===== src/rtl/layer_compositor.sv =====
// Three-stage sprite layer compositor: priority select, palette lookup with gradient
// background, then a frame-stepped fade applied to the registered VGA colour.
module layer_compositor #(
  parameter int unsigned NUM_LAYERS      = 12,
  parameter int unsigned IDX_W           = 4,
  parameter int unsigned TRANSPARENT_IDX = 0,
  parameter int unsigned FADE_STEP       = 16,
  localparam int unsigned LW        = (NUM_LAYERS > 1) ? $clog2(NUM_LAYERS) : 1,
  localparam int unsigned PAL_DEPTH = 2 ** IDX_W,
  localparam int unsigned AW        = LW + IDX_W
) (
  input  logic                        Clk,
  input  logic                        Reset,
  input  logic                        pal_we,
  input  logic [LW-1:0]               pal_layer,
  input  logic [IDX_W-1:0]            pal_idx,
  input  logic [23:0]                 pal_data,
  input  logic                        pix_valid,
  input  logic [9:0]                  DrawX,
  input  logic [9:0]                  DrawY,
  input  logic [NUM_LAYERS-1:0]       layer_hit,
  input  logic [NUM_LAYERS*IDX_W-1:0] layer_idx,
  input  logic                        frame_start,
  input  logic                        fade_start,
  output logic [7:0]                  VGA_R,
  output logic [7:0]                  VGA_G,
  output logic [7:0]                  VGA_B,
  output logic                        out_valid,
  output logic                        fade_busy
);

  typedef enum logic [1:0] {StIdle, StFadeOut, StBlack, StFadeIn} fade_state_e;

  // The gradient only depends on DrawY[8:1]; the remaining coordinate bits are ignored.
  logic unused_coord;
  assign unused_coord = ^{DrawX, DrawY[9], DrawY[0]};

  logic [23:0] pal [NUM_LAYERS*PAL_DEPTH];

  logic             win_hit;
  logic [LW-1:0]    win_layer;
  logic [IDX_W-1:0] win_idx;

  logic             s1_valid, s1_hit;
  logic [LW-1:0]    s1_layer;
  logic [IDX_W-1:0] s1_idx;
  logic [7:0]       s1_y;
  logic             s2_valid;
  logic [23:0]      s2_col;
  logic [23:0]      bg_col;

  fade_state_e state;
  logic [8:0]  level;

  // Descending scan so the lowest eligible layer overwrites and wins.
  always_comb begin
    win_hit   = 1'b0;
    win_layer = '0;
    win_idx   = '0;
    for (int i = NUM_LAYERS - 1; i >= 0; i--) begin
      if (layer_hit[i] && layer_idx[i*IDX_W +: IDX_W] != IDX_W'(TRANSPARENT_IDX)) begin
        win_hit   = 1'b1;
        win_layer = LW'(i);
        win_idx   = layer_idx[i*IDX_W +: IDX_W];
      end
    end
  end

  assign bg_col = {8'hFF - s1_y, 8'hFF, 8'hFF};

  always_ff @(posedge Clk) begin
    if (pal_we && int'(pal_layer) < NUM_LAYERS) begin
      pal[AW'({pal_layer, pal_idx})] <= pal_data;
    end
  end

  function automatic logic [7:0] fade_ch(input logic [7:0] ch, input logic [8:0] lvl);
    logic [16:0] prod;
    prod = ch * lvl;
    return prod[15:8];
  endfunction

  always_ff @(posedge Clk or posedge Reset) begin
    if (Reset) begin
      s1_valid  <= 1'b0;
      s1_hit    <= 1'b0;
      s1_layer  <= '0;
      s1_idx    <= '0;
      s1_y      <= '0;
      s2_valid  <= 1'b0;
      s2_col    <= '0;
      VGA_R     <= '0;
      VGA_G     <= '0;
      VGA_B     <= '0;
      out_valid <= 1'b0;
    end else begin
      s1_valid <= pix_valid;
      s1_hit   <= win_hit;
      s1_layer <= win_layer;
      s1_idx   <= win_idx;
      s1_y     <= DrawY[8:1];
      s2_valid <= s1_valid;
      // Array read sees the pre-write contents, giving read-first behaviour.
      s2_col   <= s1_hit ? pal[AW'({s1_layer, s1_idx})] : bg_col;
      out_valid <= s2_valid;
      if (s2_valid) begin
        VGA_R <= fade_ch(s2_col[23:16], level);
        VGA_G <= fade_ch(s2_col[15:8], level);
        VGA_B <= fade_ch(s2_col[7:0], level);
      end else begin
        VGA_R <= '0;
        VGA_G <= '0;
        VGA_B <= '0;
      end
    end
  end

  always_ff @(posedge Clk or posedge Reset) begin
    if (Reset) begin
      state <= StIdle;
      level <= 9'd256;
    end else begin
      unique case (state)
        StIdle: begin
          level <= 9'd256;
          if (fade_start) state <= StFadeOut;
        end
        StFadeOut: begin
          if (frame_start) begin
            if (level <= 9'(FADE_STEP)) begin
              level <= 9'd0;
              state <= StBlack;
            end else begin
              level <= level - 9'(FADE_STEP);
            end
          end
        end
        StBlack: begin
          level <= 9'd0;
          if (fade_start) state <= StFadeIn;
        end
        StFadeIn: begin
          if (frame_start) begin
            if ({1'b0, level} + 10'(FADE_STEP) >= 10'd256) begin
              level <= 9'd256;
              state <= StIdle;
            end else begin
              level <= level + 9'(FADE_STEP);
            end
          end
        end
        default: state <= StIdle;
      endcase
    end
  end

  assign fade_busy = (state != StIdle);

endmodule


===== config.mk =====
export PLATFORM = sky130hd
export DESIGN_NAME = layer_compositor
export DESIGN_NICKNAME = d
export VERILOG_FILES = /design/src/rtl/layer_compositor.sv
export SDC_FILE = /design/constraint.sdc
export NUM_CORES = 2
export LEC_CHECK = 0
export ABC_AREA = 0
export ABC_CLOCK_PERIOD_IN_PS = 4160
export CAP_MARGIN = 20
export CORE_AREA = 2 2 861 863
export DETAILED_ROUTE_END_ITERATION = 12
export DIE_AREA = 0 0 863 865
export PLACE_DENSITY_LB_ADDON = 0.2
export SKIP_LAST_GASP = 1
export SLEW_MARGIN = 30
export SYNTH_ARGS = -nofsm -noshare
export SYNTH_HDL_FRONTEND = slang
export SYNTH_MEMORY_MAX_BITS = 65536
export SYNTH_SLANG_ARGS = --single-unit

===== constraint.sdc =====
create_clock -name Clk -period 4.16 [get_ports Clk]
set_input_delay 0.624 -clock Clk [delete_from_list [all_inputs] [get_ports Clk]]
set_output_delay 0.624 -clock Clk [all_outputs]
set_load 0.005 [all_outputs]

### After elaboration in Yosys (flattened, before gate mapping)

Memory sizes are Yosys's and may differ from the RTL's.
Index checks and enable logic that the tools add are counted.

| storage, ports and cells | value |
|---|---|
| bits in read-only memories | 0 |
| output and inout port bits | 26 |
| bits in latches | 0 |
| register bits | 79 |
| memories | 1 |
| word-level logic and storage cells | 116 |
| RAM bits | 4608 |

| operators by class | value |
|---|---|
| div/mod/pow operators | 0 |
| reductions and logical operators | 29 |
| shift operators | 0 |
| $add $sub $neg | 4 |
| mux-type cells | 54 |
| $mul | 3 |
| $lt $le $gt $ge | 3 |
| bitwise operators | 0 |
| equality and inequality tests | 9 |

Memory list:

| name | words | width | read ports | clocked after memory_dff | write ports | line | source |
|---|---|---|---|---|---|---|---|
| pal | 192 | 24 | 1 | 0 | 1 | 38 | `logic [23:0] pal [NUM_LAYERS*PAL_DEPTH];` |

Operator list:

| kind | number |
|---|---|
| 2-to-1 mux 4 bit | 24 |
| multiplier 8 x 9 -> 16 bit | 3 |
| nonzero test 4 bit | 12 |
| 2-to-1 mux 9 bit | 4 |
| case mux 9 bit (4 select lines) | 1 |
| 2-to-1 mux 24 bit | 1 |
| 2-to-1 mux 8 bit | 3 |
| 2-to-1 mux 1 bit | 14 |
| logical AND 1 bit | 13 |
| 2-to-1 mux 2 bit | 6 |
| inequality test 2 bit (second input constant) | 6 |
| adder 9 x 5 -> 10 bit (second input constant) | 1 |
| >= comparator 10 x 9 -> 1 bit (second input constant) | 1 |
| adder 9 x 5 -> 9 bit (second input constant) | 1 |
| <= comparator 9 x 5 -> 1 bit (second input constant) | 1 |
| subtractor 9 x 5 -> 9 bit (second input constant) | 1 |
| case mux 2 bit (4 select lines) | 1 |
| subtractor 8 bit (first input constant) | 1 |
| AND reduction 6 bit | 1 |
| == test 2 bit (second input constant) | 2 |
| < comparator 4 bit (second input constant) | 1 |
| == test 2 x 1 -> 1 bit (second input constant) | 1 |
| logical NOT 2 bit | 1 |
| AND reduction 2 bit | 1 |
| nonzero test 2 bit | 1 |

### Longest topological paths before layout

| depth | value |
|---|---|
| word-level depth | 14 |
| gate-level depth with buffers | 18 |
| mapped depth without buffers | 16 |

### Least setup slack after synthesis

No wires, ideal clock.

| path | value |
|---|---|
| kind | register -> register |
| start point | register level[8] |
| end point | register VGA_B[7] |
| arrival | 4.309 ns |
| cell stages (with the launch flop) | 16 |
| library setup time | 0.120 ns |
| required time | 4.040 ns |
| slack | -0.269 ns |
| clock period less this slack | 4.429 ns |
| cells stage by stage | dfstp_2 clkbuf_1 clkbuf_1 and2_1 fa_1 fa_1 fa_1 inv_1 fa_1 inv_1 ha_1 nand3_1 nor3_1 nor3_1 or3_1 and3_1 |

| on the way | value |
|---|---|
| cells in the longest elaborated chain, start to end | 2 |

Ends and longest elaborated chain:

| what | line | source |
|---|---|---|
| start: declaration | 53 | `logic [8:0] level;` |
| start signal: assignment | 134 | `level <= level - 9'(FADE_STEP);` |
| start signal: assignment | 148 | `level <= level + 9'(FADE_STEP);` |
| multiplier 8 x 9 -> 16 bit | 79 | `prod = ch * lvl;` |
| 2-to-1 mux 8 bit | 106 | `if (s2_valid) begin` |
| end signal: assignment | 109 | `VGA_B <= fade_ch(s2_col[7:0], level);` |
| end: declaration | 27 | `output logic [7:0] VGA_B,` |

No other way between the ends.
A chain may end at the register's enable or synchronous reset.

### Worst setup path in the final report

| path | value |
|---|---|
| start point | register level[6] |
| end point | register VGA_G[6] |

| on the way | value |
|---|---|
| cells in the longest elaborated chain, start to end | 2 |

Ends and longest elaborated chain:

| what | line | source |
|---|---|---|
| multiplier 8 x 9 -> 16 bit | 79 |  |
| 2-to-1 mux 8 bit | 106 |  |
| end signal: assignment | 108 | `VGA_G <= fade_ch(s2_col[15:8], level);` |
| end: declaration | 26 | `output logic [7:0] VGA_G,` |

No other way between the ends.

==> impl_metrics.py <==
metrics = {
    "drt": {
        "drc": 0,
        "wl_mm": 562,
        "drt_iter0_markers": 8572,
        "via_count": 88600,
        "average_wire_per_standard_cell_um": 29.0,
        "avgViaCountPerCell": 4.57,
        "ant_nets": 0,
        "drt-pass1-iter-count": 6,
    },
    "global_route": {
        "pin_count_of_the_biggest_net_entering_global_routing": 117,
        "grt_remaining_overflow": 0,
        "grt_pass1_wl_mm": 773,
        "groute.usage.overall_pct": 14.6,
        "number_of_global_route_vias_before_repair": 93400,
        "antenna_found_initial": 50,
    },
    "critical_path": {
        "cp_launch_point": "level[6]$_DFFE_PP0P_",
        "worst_setup_path_start_kind": "flop",
        "timing.reg2reg.setup_slack_ns": 0.07,
        "worst_flop_to_flop_path_endpoint": "VGA_G[6]$_DFF_PP0_",
        "crit_arrival_ns": 5.04,
        "timing.critical_path.to_type": "flop",
        "path_max_fanout": 7,
        "worst-r2r-cell-count": 14,
        "cp.required_ns": 5.11,
        "type_of_the_worst_setup_path": "flop to flop",
        "ff_to_ff_start": "level[6]$_DFFE_PP0P_",
    },
    "placed_design": {
        "place_area_um2": 203000,
        "globalplace.congestion": 0.813,
        "dp_hpwl_mm": 337,
        "buffer_ports.inserted": 131,
        "place_inst": 18400,
        "preCtsSetupSlack_ns": -0.0609,
    },
    "clocking": {
        "clock_sink_count": 4683,
        "cts_tree": "done",
        "ctsLongestPathBuffers": 4,
        "clockRootBuffer": "clkbuf_16",
        "clock_latency_ns": 1.09,
        "h-tree-depth": 6,
        "tritoncts.num_buffers": 528,
        "clock_slew_at_the_register_clock_pins_of_the_worst_setup_and_hold_paths_ns": 0.06,
    },
    "layout": {
        "leading_cell_types_in_the_layout_fill_and_taps_excluded": "4608 x edfxtp_1, 1296 x mux4_2, 546 x clkbuf_16, 531 x buf_4, 154 x inv_1",
        "final_area_um2": 221000,
        "final_nets": 9395,
        "postLayoutCoreUtil_pct": 29.9,
        "layoutNonFillerInstCount": 19400,
        "mostFrequentLayoutCell": "edfxtp_1",
        "area_delta_synth_final_pct": 20.1,
        "drive_above_1_share_pct": 32.3,
    },
    "power": {
        "power.internal_mw": 85.1,
        "combinational_share_of_power_pct": 13.4,
        "pwr_density_cell_nw_per_um2": 511,
        "power.share.switching_pct": 24.5,
        "ir_worst_vdd_v": 0.000371,
        "net-switching-power_mw": 27.6,
        "leak_nw": 68.5,
        "seq_power_share_pct": 46.5,
        "totalPowerFinal_mw": 113,
        "clockPowerShare_pct": 40.1,
    },
    "synth": {
        "postSynth.asyncResetShare_pct": 1.60,
        "postSynthRegisterBits": 4683,
        "yosysWarnings": 0,
        "synth_area_um2": 184000,
        "synth.distinct_cells": 59,
        "postSynthAreaPerCell_um2": 22.5,
        "dominantRegCellSynth": "edfxtp_1",
        "seq_area_frac_synth_pct": 76.4,
        "syn-instance-count": 8158,
        "synth-edff-count": 4608,
    },
    "sta": {
        "clock.fmax_mhz": 244,
        "finalCritPeriodShare_pct": 98.3,
        "rsz_0062_raised_after_global_routing": "yes",
        "fin_worst_hold_slack_ns": 0.0666,
        "final.setup.worst_slack_ns": 0.0696,
        "setup_viol_count_final": 0,
        "timing.slew.headroom_pct": 29.3,
        "final.min_clock_period_ns": 4.09,
        "final.setup_skew_ns": 0.0401,
        "tightest_slew_ns": 1.06,
        "max_slew_vio_count": 0,
        "tns_ns": 0,
        "timing.final.hold_violations": 0,
    },
    "die": {
        "pin_count": 144,
        "design.core.area_um2": 738000,
        "initial_core_util_pct": 24.9,
        "die_x_um": 863,
        "dieHeight_um": 865,
        "rows": 316,
        "overall_die_area_um2": 746000,
    },
    "worst_hold_path": {
        "worstHoldPathType": "input pin to flop",
        "hold_path.startpoint": "pal_data[3]",
        "holdPathStages": 1,
        "hold_end": "pal[51][3]$_DFFE_PP_",
    },
    "run_status": {
        "outcome": "finished clean",
    },
    "job": {
        "max_cap_violations": 0,
    },
}
## power groups by stage
stage          clock network (mW)  logic (mW)  registers [mW]
6_report                     45.2        15.1            52.4
3_5_place_dp                    0        14.4            53.4
2_1_floorplan                   0        8.41            53.2
5_1_grt                      48.1        16.5            52.4
3_3_place_gp                    0        14.4            53.4
4_1_cts                      46.4        14.6            52.4
## worst max-delay path, cell delays in order (launching register included)
cell and delay (ns):
dfrtp_2 0.47, buf_6 0.16, and2_4 0.14, fa_1 0.53
fa_1 0.44, fa_1 0.54, inv_2 0.04, fa_2 0.53
inv_2 0.05, ha_4 0.21, and3_4 0.15, nand3_4 0.09
a31oi_4 0.10, or3_1 0.35, and3_1 0.17
## repair_timing
item,4_1_cts,5_1_grt
resized for setup,4,68
pin swaps,1,30
endpoints found under the hold margin,108,38
hold buffers,6,2
cloned,0,0
setup endpoints to repair,5,13
buffers inserted,1,12
## flip-flops by register name, summed over array words and instances (netlist names), 2 cells and up
register / cells
VGA_G: 8
VGA_R: 8
VGA_B: 8
state: 2
s1_idx: 4
level: 5
s2_col: 24
s1_layer: 4
pal: 4608
s1_y: 8
## kinds of logic (layout without fill, tap and decap cells)
| family | Yosys count | after routing | share of synthesized area, % |
|---|---|---|---|
| DFF | 4683 | 4683 | 76.4 |
| muxes | 1480 | 1480 | 16.9 |
| and+or+nand+nor | 730 | 730 | 1.89 |
| buffers and inverters | 601 | 1911 | 1.40 |
| AOI/OAI and AO/OA | 461 | 461 | 1.75 |
| adders and majority gates | 179 | 179 | 1.54 |
| xor gates and xnor gates | 22 | 22 | 0.105 |
| other | 2 | 55 | 0.00409 |
## cell type report
type	instances	area, um2
fill	71400	517000
sequential	4683	140000
multi-input combinational	2911	42500
clock buffer	663	14100
tap	9858	12300
timing repair buffer	814	8310
clock inverter	274	2440
inverter	160	603
antenna	16	40.0
## worst max path at each step
stage,endpoint,slack (ns)
6_report,VGA_G[6]$_DFF_PP0_,0.07
5_1_grt,VGA_R[6]$_DFF_PP0_,-0.07
4_1_cts,VGA_G[6]$_DFF_PP0_,0.0009
3_5_place_dp,VGA_R[6]$_DFF_PP0_,-0.06
3_3_place_gp,s1_idx[1]$_DFF_PP0_,-0.32
2_1_floorplan,VGA_B[7]$_DFF_PP0_,-0.02
## metal layers
layer	global-route usage, %	wire (um)	up-vias
li1	-	-	36300
met1	19.7	241000	49200
met3	2.02	26400	672
met5	0	26	-
met2	25.1	280000	2452
met4	3.43	14400	4
## synthesized netlist by cell type (all sizes together), types with 20 or more instances
cell type,n,area (um2)
edfxtp,4608,138000
mux4,1296,29200
nor2,271,1020
clkbuf,222,833
buf,219,1140
inv,160,601
nand2,138,518
mux2i,112,1120
and2,111,694
ha,101,1260
o21ai,85,425
fa,78,1560
dfrtp,74,1850
mux2,72,811
nor2b,59,369
o22ai,55,344
a211oi,53,398
a21oi,50,250
nand3,47,235
a221oi,33,289
a22oi,32,240
nand4,29,181
o221ai,27,236
nor3,25,125
xnor2,20,175
(Power assumes the default switching activity.)
